File: src/rtl/sine_voice_scheduler.sv
// Time-multiplexes one 256x12 synchronous sine ROM among NUM_VOICES DDS voices and mixes them per sample tick.
// Define MIX_CLIP_EN to saturate the loaded mix word to the 12-bit signed range.
module sine_voice_scheduler #(
    parameter int  NUM_VOICES = 4,
    parameter int  PHASE_W    = 24,
    localparam int MIX_W      = 12 + $clog2(NUM_VOICES),
    localparam int SEL_W      = $clog2(NUM_VOICES)
) (
    input  logic                  clock,
    input  logic                  resetn,
    input  logic                  sample_tick,
    input  logic [NUM_VOICES-1:0] voice_en,
    input  logic                  inc_wr,
    input  logic [SEL_W-1:0]      inc_sel,
    input  logic [PHASE_W-1:0]    inc_data,
    output logic [7:0]            rom_address,
    input  logic [11:0]           rom_q,
    output logic [MIX_W-1:0]      mix_out,
    output logic                  mix_valid,
    output logic                  busy,
    output logic                  overrun
);

    typedef enum logic [1:0] {
        S_IDLE  = 2'd0,
        S_ISSUE = 2'd1,
        S_DRAIN = 2'd2,
        S_DONE  = 2'd3
    } state_t;

    state_t               state_q, state_d;
    logic [SEL_W-1:0]     v_q, v_d;
    logic [PHASE_W-1:0]   phase_q [NUM_VOICES];
    logic [PHASE_W-1:0]   phase_d [NUM_VOICES];
    logic [PHASE_W-1:0]   inc_q   [NUM_VOICES];
    logic [PHASE_W-1:0]   inc_d   [NUM_VOICES];
    logic [7:0]           rom_address_q, rom_address_d;
    logic                 vld1_q, vld1_d;
    logic                 vld2_q, vld2_d;
    logic [MIX_W-1:0]     acc_q, acc_d;
    logic [MIX_W-1:0]     mix_out_q, mix_out_d;
    logic                 mix_valid_q, mix_valid_d;
    logic                 busy_q, busy_d;
    logic                 overrun_q, overrun_d;
    logic [11:0]          sample_s;
    logic [MIX_W-1:0]     addend_s;

`ifdef MIX_CLIP_EN
    localparam logic signed [MIX_W-1:0] CLIP_HI = MIX_W'(2047);
    localparam logic signed [MIX_W-1:0] CLIP_LO = ~CLIP_HI;

    function automatic logic [MIX_W-1:0] clip12(input logic [MIX_W-1:0] x);
        logic signed [MIX_W-1:0] s;
        s = $signed(x);
        if (s > CLIP_HI) begin
            clip12 = CLIP_HI;
        end else if (s < CLIP_LO) begin
            clip12 = CLIP_LO;
        end else begin
            clip12 = x;
        end
    endfunction
`endif

    // Offset-binary ROM word to two's complement; vld2_q marks the ROM return of an enabled slot
    assign sample_s = {~rom_q[11], rom_q[10:0]};
    assign addend_s = vld2_q ? {{(MIX_W-12){sample_s[11]}}, sample_s} : {MIX_W{1'b0}};

    // Sweep sequencing, phase advance, increment writes and mix accumulation
    always_comb begin
        state_d       = state_q;
        v_d           = v_q;
        phase_d       = phase_q;
        inc_d         = inc_q;
        rom_address_d = rom_address_q;
        vld1_d        = 1'b0;
        vld2_d        = vld1_q;
        acc_d         = acc_q + addend_s;
        mix_out_d     = mix_out_q;
        mix_valid_d   = 1'b0;
        busy_d        = busy_q;
        overrun_d     = overrun_q;

        if (inc_wr && (int'(inc_sel) < NUM_VOICES)) begin
            inc_d[inc_sel] = inc_data;
        end else begin
            inc_d = inc_q;
        end

        if (sample_tick && (state_q != S_IDLE)) begin
            overrun_d = 1'b1;
        end else begin
            overrun_d = overrun_q;
        end

        case (state_q)
            S_IDLE: begin
                acc_d = {MIX_W{1'b0}};
                v_d   = {SEL_W{1'b0}};
                if (sample_tick) begin
                    state_d = S_ISSUE;
                    busy_d  = 1'b1;
                end else begin
                    state_d = S_IDLE;
                end
            end
            S_ISSUE: begin
                rom_address_d = phase_q[v_q][PHASE_W-1 -: 8];
                // inc_q (not inc_d) so a same-cycle write only affects the next advance
                if (voice_en[v_q]) begin
                    phase_d[v_q] = phase_q[v_q] + inc_q[v_q];
                    vld1_d       = 1'b1;
                end else begin
                    phase_d[v_q] = {PHASE_W{1'b0}};
                    vld1_d       = 1'b0;
                end
                if (v_q == SEL_W'(NUM_VOICES - 1)) begin
                    v_d     = {SEL_W{1'b0}};
                    state_d = S_DRAIN;
                end else begin
                    v_d = v_q + SEL_W'(1);
                end
            end
            S_DRAIN: begin
                state_d = S_DONE;
            end
            S_DONE: begin
                // acc_d already contains the final voice, whose ROM word returns during this cycle
`ifdef MIX_CLIP_EN
                mix_out_d = clip12(acc_d);
`else
                mix_out_d = acc_d;
`endif
                mix_valid_d = 1'b1;
                busy_d      = 1'b0;
                state_d     = S_IDLE;
            end
            default: begin
                busy_d  = 1'b0;
                state_d = S_IDLE;
            end
        endcase
    end

    // State and datapath registers
    always_ff @(posedge clock or negedge resetn) begin
        if (!resetn) begin
            state_q       <= S_IDLE;
            v_q           <= {SEL_W{1'b0}};
            rom_address_q <= 8'h00;
            vld1_q        <= 1'b0;
            vld2_q        <= 1'b0;
            acc_q         <= {MIX_W{1'b0}};
            mix_out_q     <= {MIX_W{1'b0}};
            mix_valid_q   <= 1'b0;
            busy_q        <= 1'b0;
            overrun_q     <= 1'b0;
            for (int i = 0; i < NUM_VOICES; i++) begin
                phase_q[i] <= {PHASE_W{1'b0}};
                inc_q[i]   <= {PHASE_W{1'b0}};
            end
        end else begin
            state_q       <= state_d;
            v_q           <= v_d;
            rom_address_q <= rom_address_d;
            vld1_q        <= vld1_d;
            vld2_q        <= vld2_d;
            acc_q         <= acc_d;
            mix_out_q     <= mix_out_d;
            mix_valid_q   <= mix_valid_d;
            busy_q        <= busy_d;
            overrun_q     <= overrun_d;
            for (int i = 0; i < NUM_VOICES; i++) begin
                phase_q[i] <= phase_d[i];
                inc_q[i]   <= inc_d[i];
            end
        end
    end

    assign rom_address = rom_address_q;
    assign mix_out     = mix_out_q;
    assign mix_valid   = mix_valid_q;
    assign busy        = busy_q;
    assign overrun     = overrun_q;

endmodule

File: config.mk
export PLATFORM = sky130hd
export DESIGN_NAME = sine_voice_scheduler
export DESIGN_NICKNAME = d
export VERILOG_FILES = /design/src/rtl/sine_voice_scheduler.sv
export SDC_FILE = /design/constraint.sdc
export NUM_CORES = 1
export LEC_CHECK = 0
export BUFFER_PORTS_ARGS = -buffer_cell sky130_fd_sc_hd__buf_2
export CELL_PAD_IN_SITES_DETAIL_PLACEMENT = 2
export CELL_PAD_IN_SITES_GLOBAL_PLACEMENT = 2
export CORE_MARGIN = 5
export CORE_UTILIZATION = 46
export CTS_CLUSTER_DIAMETER = 100
export CTS_CLUSTER_SIZE = 14
export DETAILED_ROUTE_END_ITERATION = 7
export MAX_ROUTING_LAYER = met4
export PLACE_DENSITY_LB_ADDON = 0.1
export SLEW_MARGIN = 0
export SYNTH_ARGS = -nofsm -noshare
export SYNTH_HDL_FRONTEND = slang
export SYNTH_SLANG_ARGS = --single-unit
File: constraint.sdc
create_clock -name clock -period 7.8 [get_ports clock]
set_clock_uncertainty 0.15 [all_clocks]
set_input_delay 0.78 -clock clock [delete_from_list [all_inputs] [get_ports clock]]
set_output_delay 0.78 -clock clock [all_outputs]
set_load 0.02 [all_outputs]
==> reports/metrics.yaml <==
reg2reg_depth: 9
place_congestion: 0.871
dieArea_um2: 29600
reg2reg_to: "phase_q[17]"
area_delta_synth_final_pct: 10.0
cts_hold_buf: 0
regToRegStartpoint: "v_q[0]"
grt_util_met3: 0.0240
fp.coreArea_um2: 25900
r2r_slack_ns: 3.39
nets: 1146
startpoint_type: "register"
portBuffers: 70
ir_drop_mv: 0.223
viasPerCell: 6.09
drv_cap: 0
drt-total-wl_um: 34200
use_met2: 0.427
fin_hold_ws_ns: 0.167
cts_tree: "done"
synth-seq-area-share: 0.492
grt_start_max_net_pins: 123
drive_above_1_share: 0.274
clk_latency_ns: 0.51
cp_max_fo: 29
rsz0062_at_grt: "false"
yosys_warnings: 0
cts_buffers: 20
finalHoldViolCount: 0
syn-num-nets: 1096
critPathRequiredTime_ns: 8.00
cts_resized: 0
cts_buffer_depth: 3
finalSetupViolations: 0
ys.flop_type: "dfrtp_1"
path_class: "register to register"
grt_pass1_wl_um: 54700
clkTransAtPathRegs_ns: 0.07
antenna_left: 0
initial_core_util: 0.466
p_leak_uw: 0.00594
fin_crit_ns: 4.41
grt_use_met1: 0.308
first_global_vias: 9670
antenna_cells: 0
grt_busiest_layer: "met2"
worst_slew_pin_slew_ns: 1.04
via_count: 8474
postSynthAreaPerCell_um2: 12.0
setup-tns-final_ns: 0
drtIter0Drc: 398
powerDensity_nw_per_um2: 442
fin_crit_sh: 0.565
die_w_um: 172
slew_viol_final: 0
postSynthCellCount: 1004
synth-edff-count: 0
post_cts_buffers: 0
drc: 0
drt_pass1_iterations: 5
hold_class: "input port to asynchronous set/reset pin"
grt_usage: 0.241
postSynth.asyncResetShare: 1.00
worstPathArrival_ns: 4.61
num_rows: 59
finalPower_uw: 5860
cts_sinks: 237
dpl.hpwl_um: 23300
avgRoutedWirePerCell_um: 24.6
endpoint_kind: "register"
max_freq_ghz: 0.227
synth_cell_types: 70
ys_seq_elements: 237
slew_headroom: 0.296
die_h_um: 172
cts-htree-levels: 1
antenna_found_initial: 0
top_level_ports: 71
syn_area_um2: 12100
gr-total-overflow: 0
ctsRootBufferMaster: "clkbuf_16"
outcome: "finished clean"
critical path, cell delays in order, from the launching register on:
cell and delay, ns:
dfrtp_4 0.82, buf_4 0.58, mux4_2 0.60, ha_1 0.43, a21oi_1 0.29, o21ai_0 0.18
a221oi_1 0.25, a21oi_1 0.11, a211oi_1 0.61, o21ai_0 0.21
worst max-delay path by stage:
stage	cells past startpoint	endpoint	from
after floorplan	12	phase_q[12]	v_q[0]
after global placement	9	phase_q[22]	v_q[0]
after detailed placement	9	phase_q[46]	v_q[0]
after CTS	10	phase_q[60]	v_q[0]
after global routing	10	phase_q[60]	v_q[0]
final	9	phase_q[17]	v_q[0]
registers in the layout (all words and copies together) (netlist names):
register,cells
acc_q,14
busy,1
inc_q,96
mix_out,14
mix_valid,1
overrun,1
phase_q,96
rom_address,8
state_q,2
v_q,2
vld1_q,1
vld2_q,1
per-layer routing:
metal  up-vias  share of wire
met5         -              0
met4         0          0.017
met3        36          0.026
met2       120           0.52
met1      4539           0.44
li1       3779              -
logic make-up (layout without fill, tap and decap cells):
logic type      Yosys count  after routing  share of synthesized area
compound gates          215            215                      0.121
xor+xnor                 23             23                     0.0173
fa+ha+maj                46             46                     0.0489
buf+inv                  69            121                     0.0228
flops                   237            237                      0.492
mux                     169            169                      0.202
simple gates            245            245                     0.0959
power breakdown:
| part | internal, µW | switching [µW] |
|---|---|---|
| registers | 1630 | 276 |
| logic | 1150 | 1890 |
| clock network | 480 | 435 |
per-stage QoR:
| stage | worst slack [ns] | cell area [µm²] | instances | utilization |
|---|---|---|---|---|
| after global routing | 3.03 | 13300 | 1391 | 0.512 |
| after detailed placement | 3.33 | 12700 | 1367 | 0.492 |
| final | 3.39 | 13300 | 1391 | 0.512 |
| after floorplan | 4.09 | 12100 | 1004 | - |
| after global placement | 3.33 | 12700 | 1367 | 0.492 |
| after CTS | 3.30 | 13300 | 1391 | 0.512 |
cell usage after synthesis (3+ instances only):
library cell,n,share of area
a211oi_1,4,0.0025
a21o_1,15,0.0093
a21oi_1,36,0.015
a22o_1,12,0.0087
a22oi_1,4,0.0025
a41o_1,4,0.0033
and2_1,18,0.0093
and3_1,5,0.0026
buf_1,3,0.00093
buf_2,13,0.0054
clkbuf_1,36,0.011
dfrtp_1,237,0.49
ha_1,44,0.046
inv_1,16,0.0050
mux2_2,115,0.11
mux2i_1,5,0.0041
mux4_2,48,0.090
nand2_1,119,0.037
nand2b_1,3,0.0016
nand3_1,19,0.0079
nand3b_1,7,0.0044
nand4_1,7,0.0036
nor2_1,37,0.012
nor2b_1,6,0.0031
nor3_1,8,0.0033
o211ai_1,8,0.0050
o21a_1,6,0.0037
o21ai_0,53,0.022
o21ai_1,11,0.0046
o31ai_1,29,0.018
o41ai_1,4,0.0029
or3_1,6,0.0031
xnor2_1,10,0.0073
xor2_1,12,0.0087
placed cells by master (no fill, tap or decap), types with 3 or more instances in the layout:
cell type  Yosys  final
or3_1          6      6
o21a_1         6      6
mux2i_1        5      5
ha_1          44     44
clkbuf_1      36      3
nand2_1      119    115
o21ai_0       53     53
and3_1         5      5
inv_1         16     16
nand4_1        7      7
a21o_1        15     15
xnor2_1       10     10
o31ai_1       29     29
nand2_2        0      4
a21oi_1       36     36
a211oi_1       4      4
o21ai_1       11     11
mux4_2        48     48
o211ai_1       8      8
nand2b_1       3      3
xor2_1        12     12
dfrtp_1      237    235
buf_2         13     69
buf_4          0      9
a22o_1        12     12
nand3_1       19     19
nor2b_1        6      6
clkbuf_16      0     21
nand3b_1       7      7
nor2_1        37     37
nor3_1         8      8
and2_1        18     18
a22oi_1        4      4
mux2_2       115    115
a41o_1         4      4
o41ai_1        4      4
final cells by class:
| type | count | area, µm² |
|---|---|---|
| multi-input combinational | 698 | 5870 |
| fill | 2559 | 12600 |
| clock buffer | 24 | 537 |
| inverter | 17 | 63.8 |
| tap | 335 | 419 |
| sequential | 237 | 5940 |
| timing repair buffer | 80 | 448 |
(Power assumes the default switching activity.)
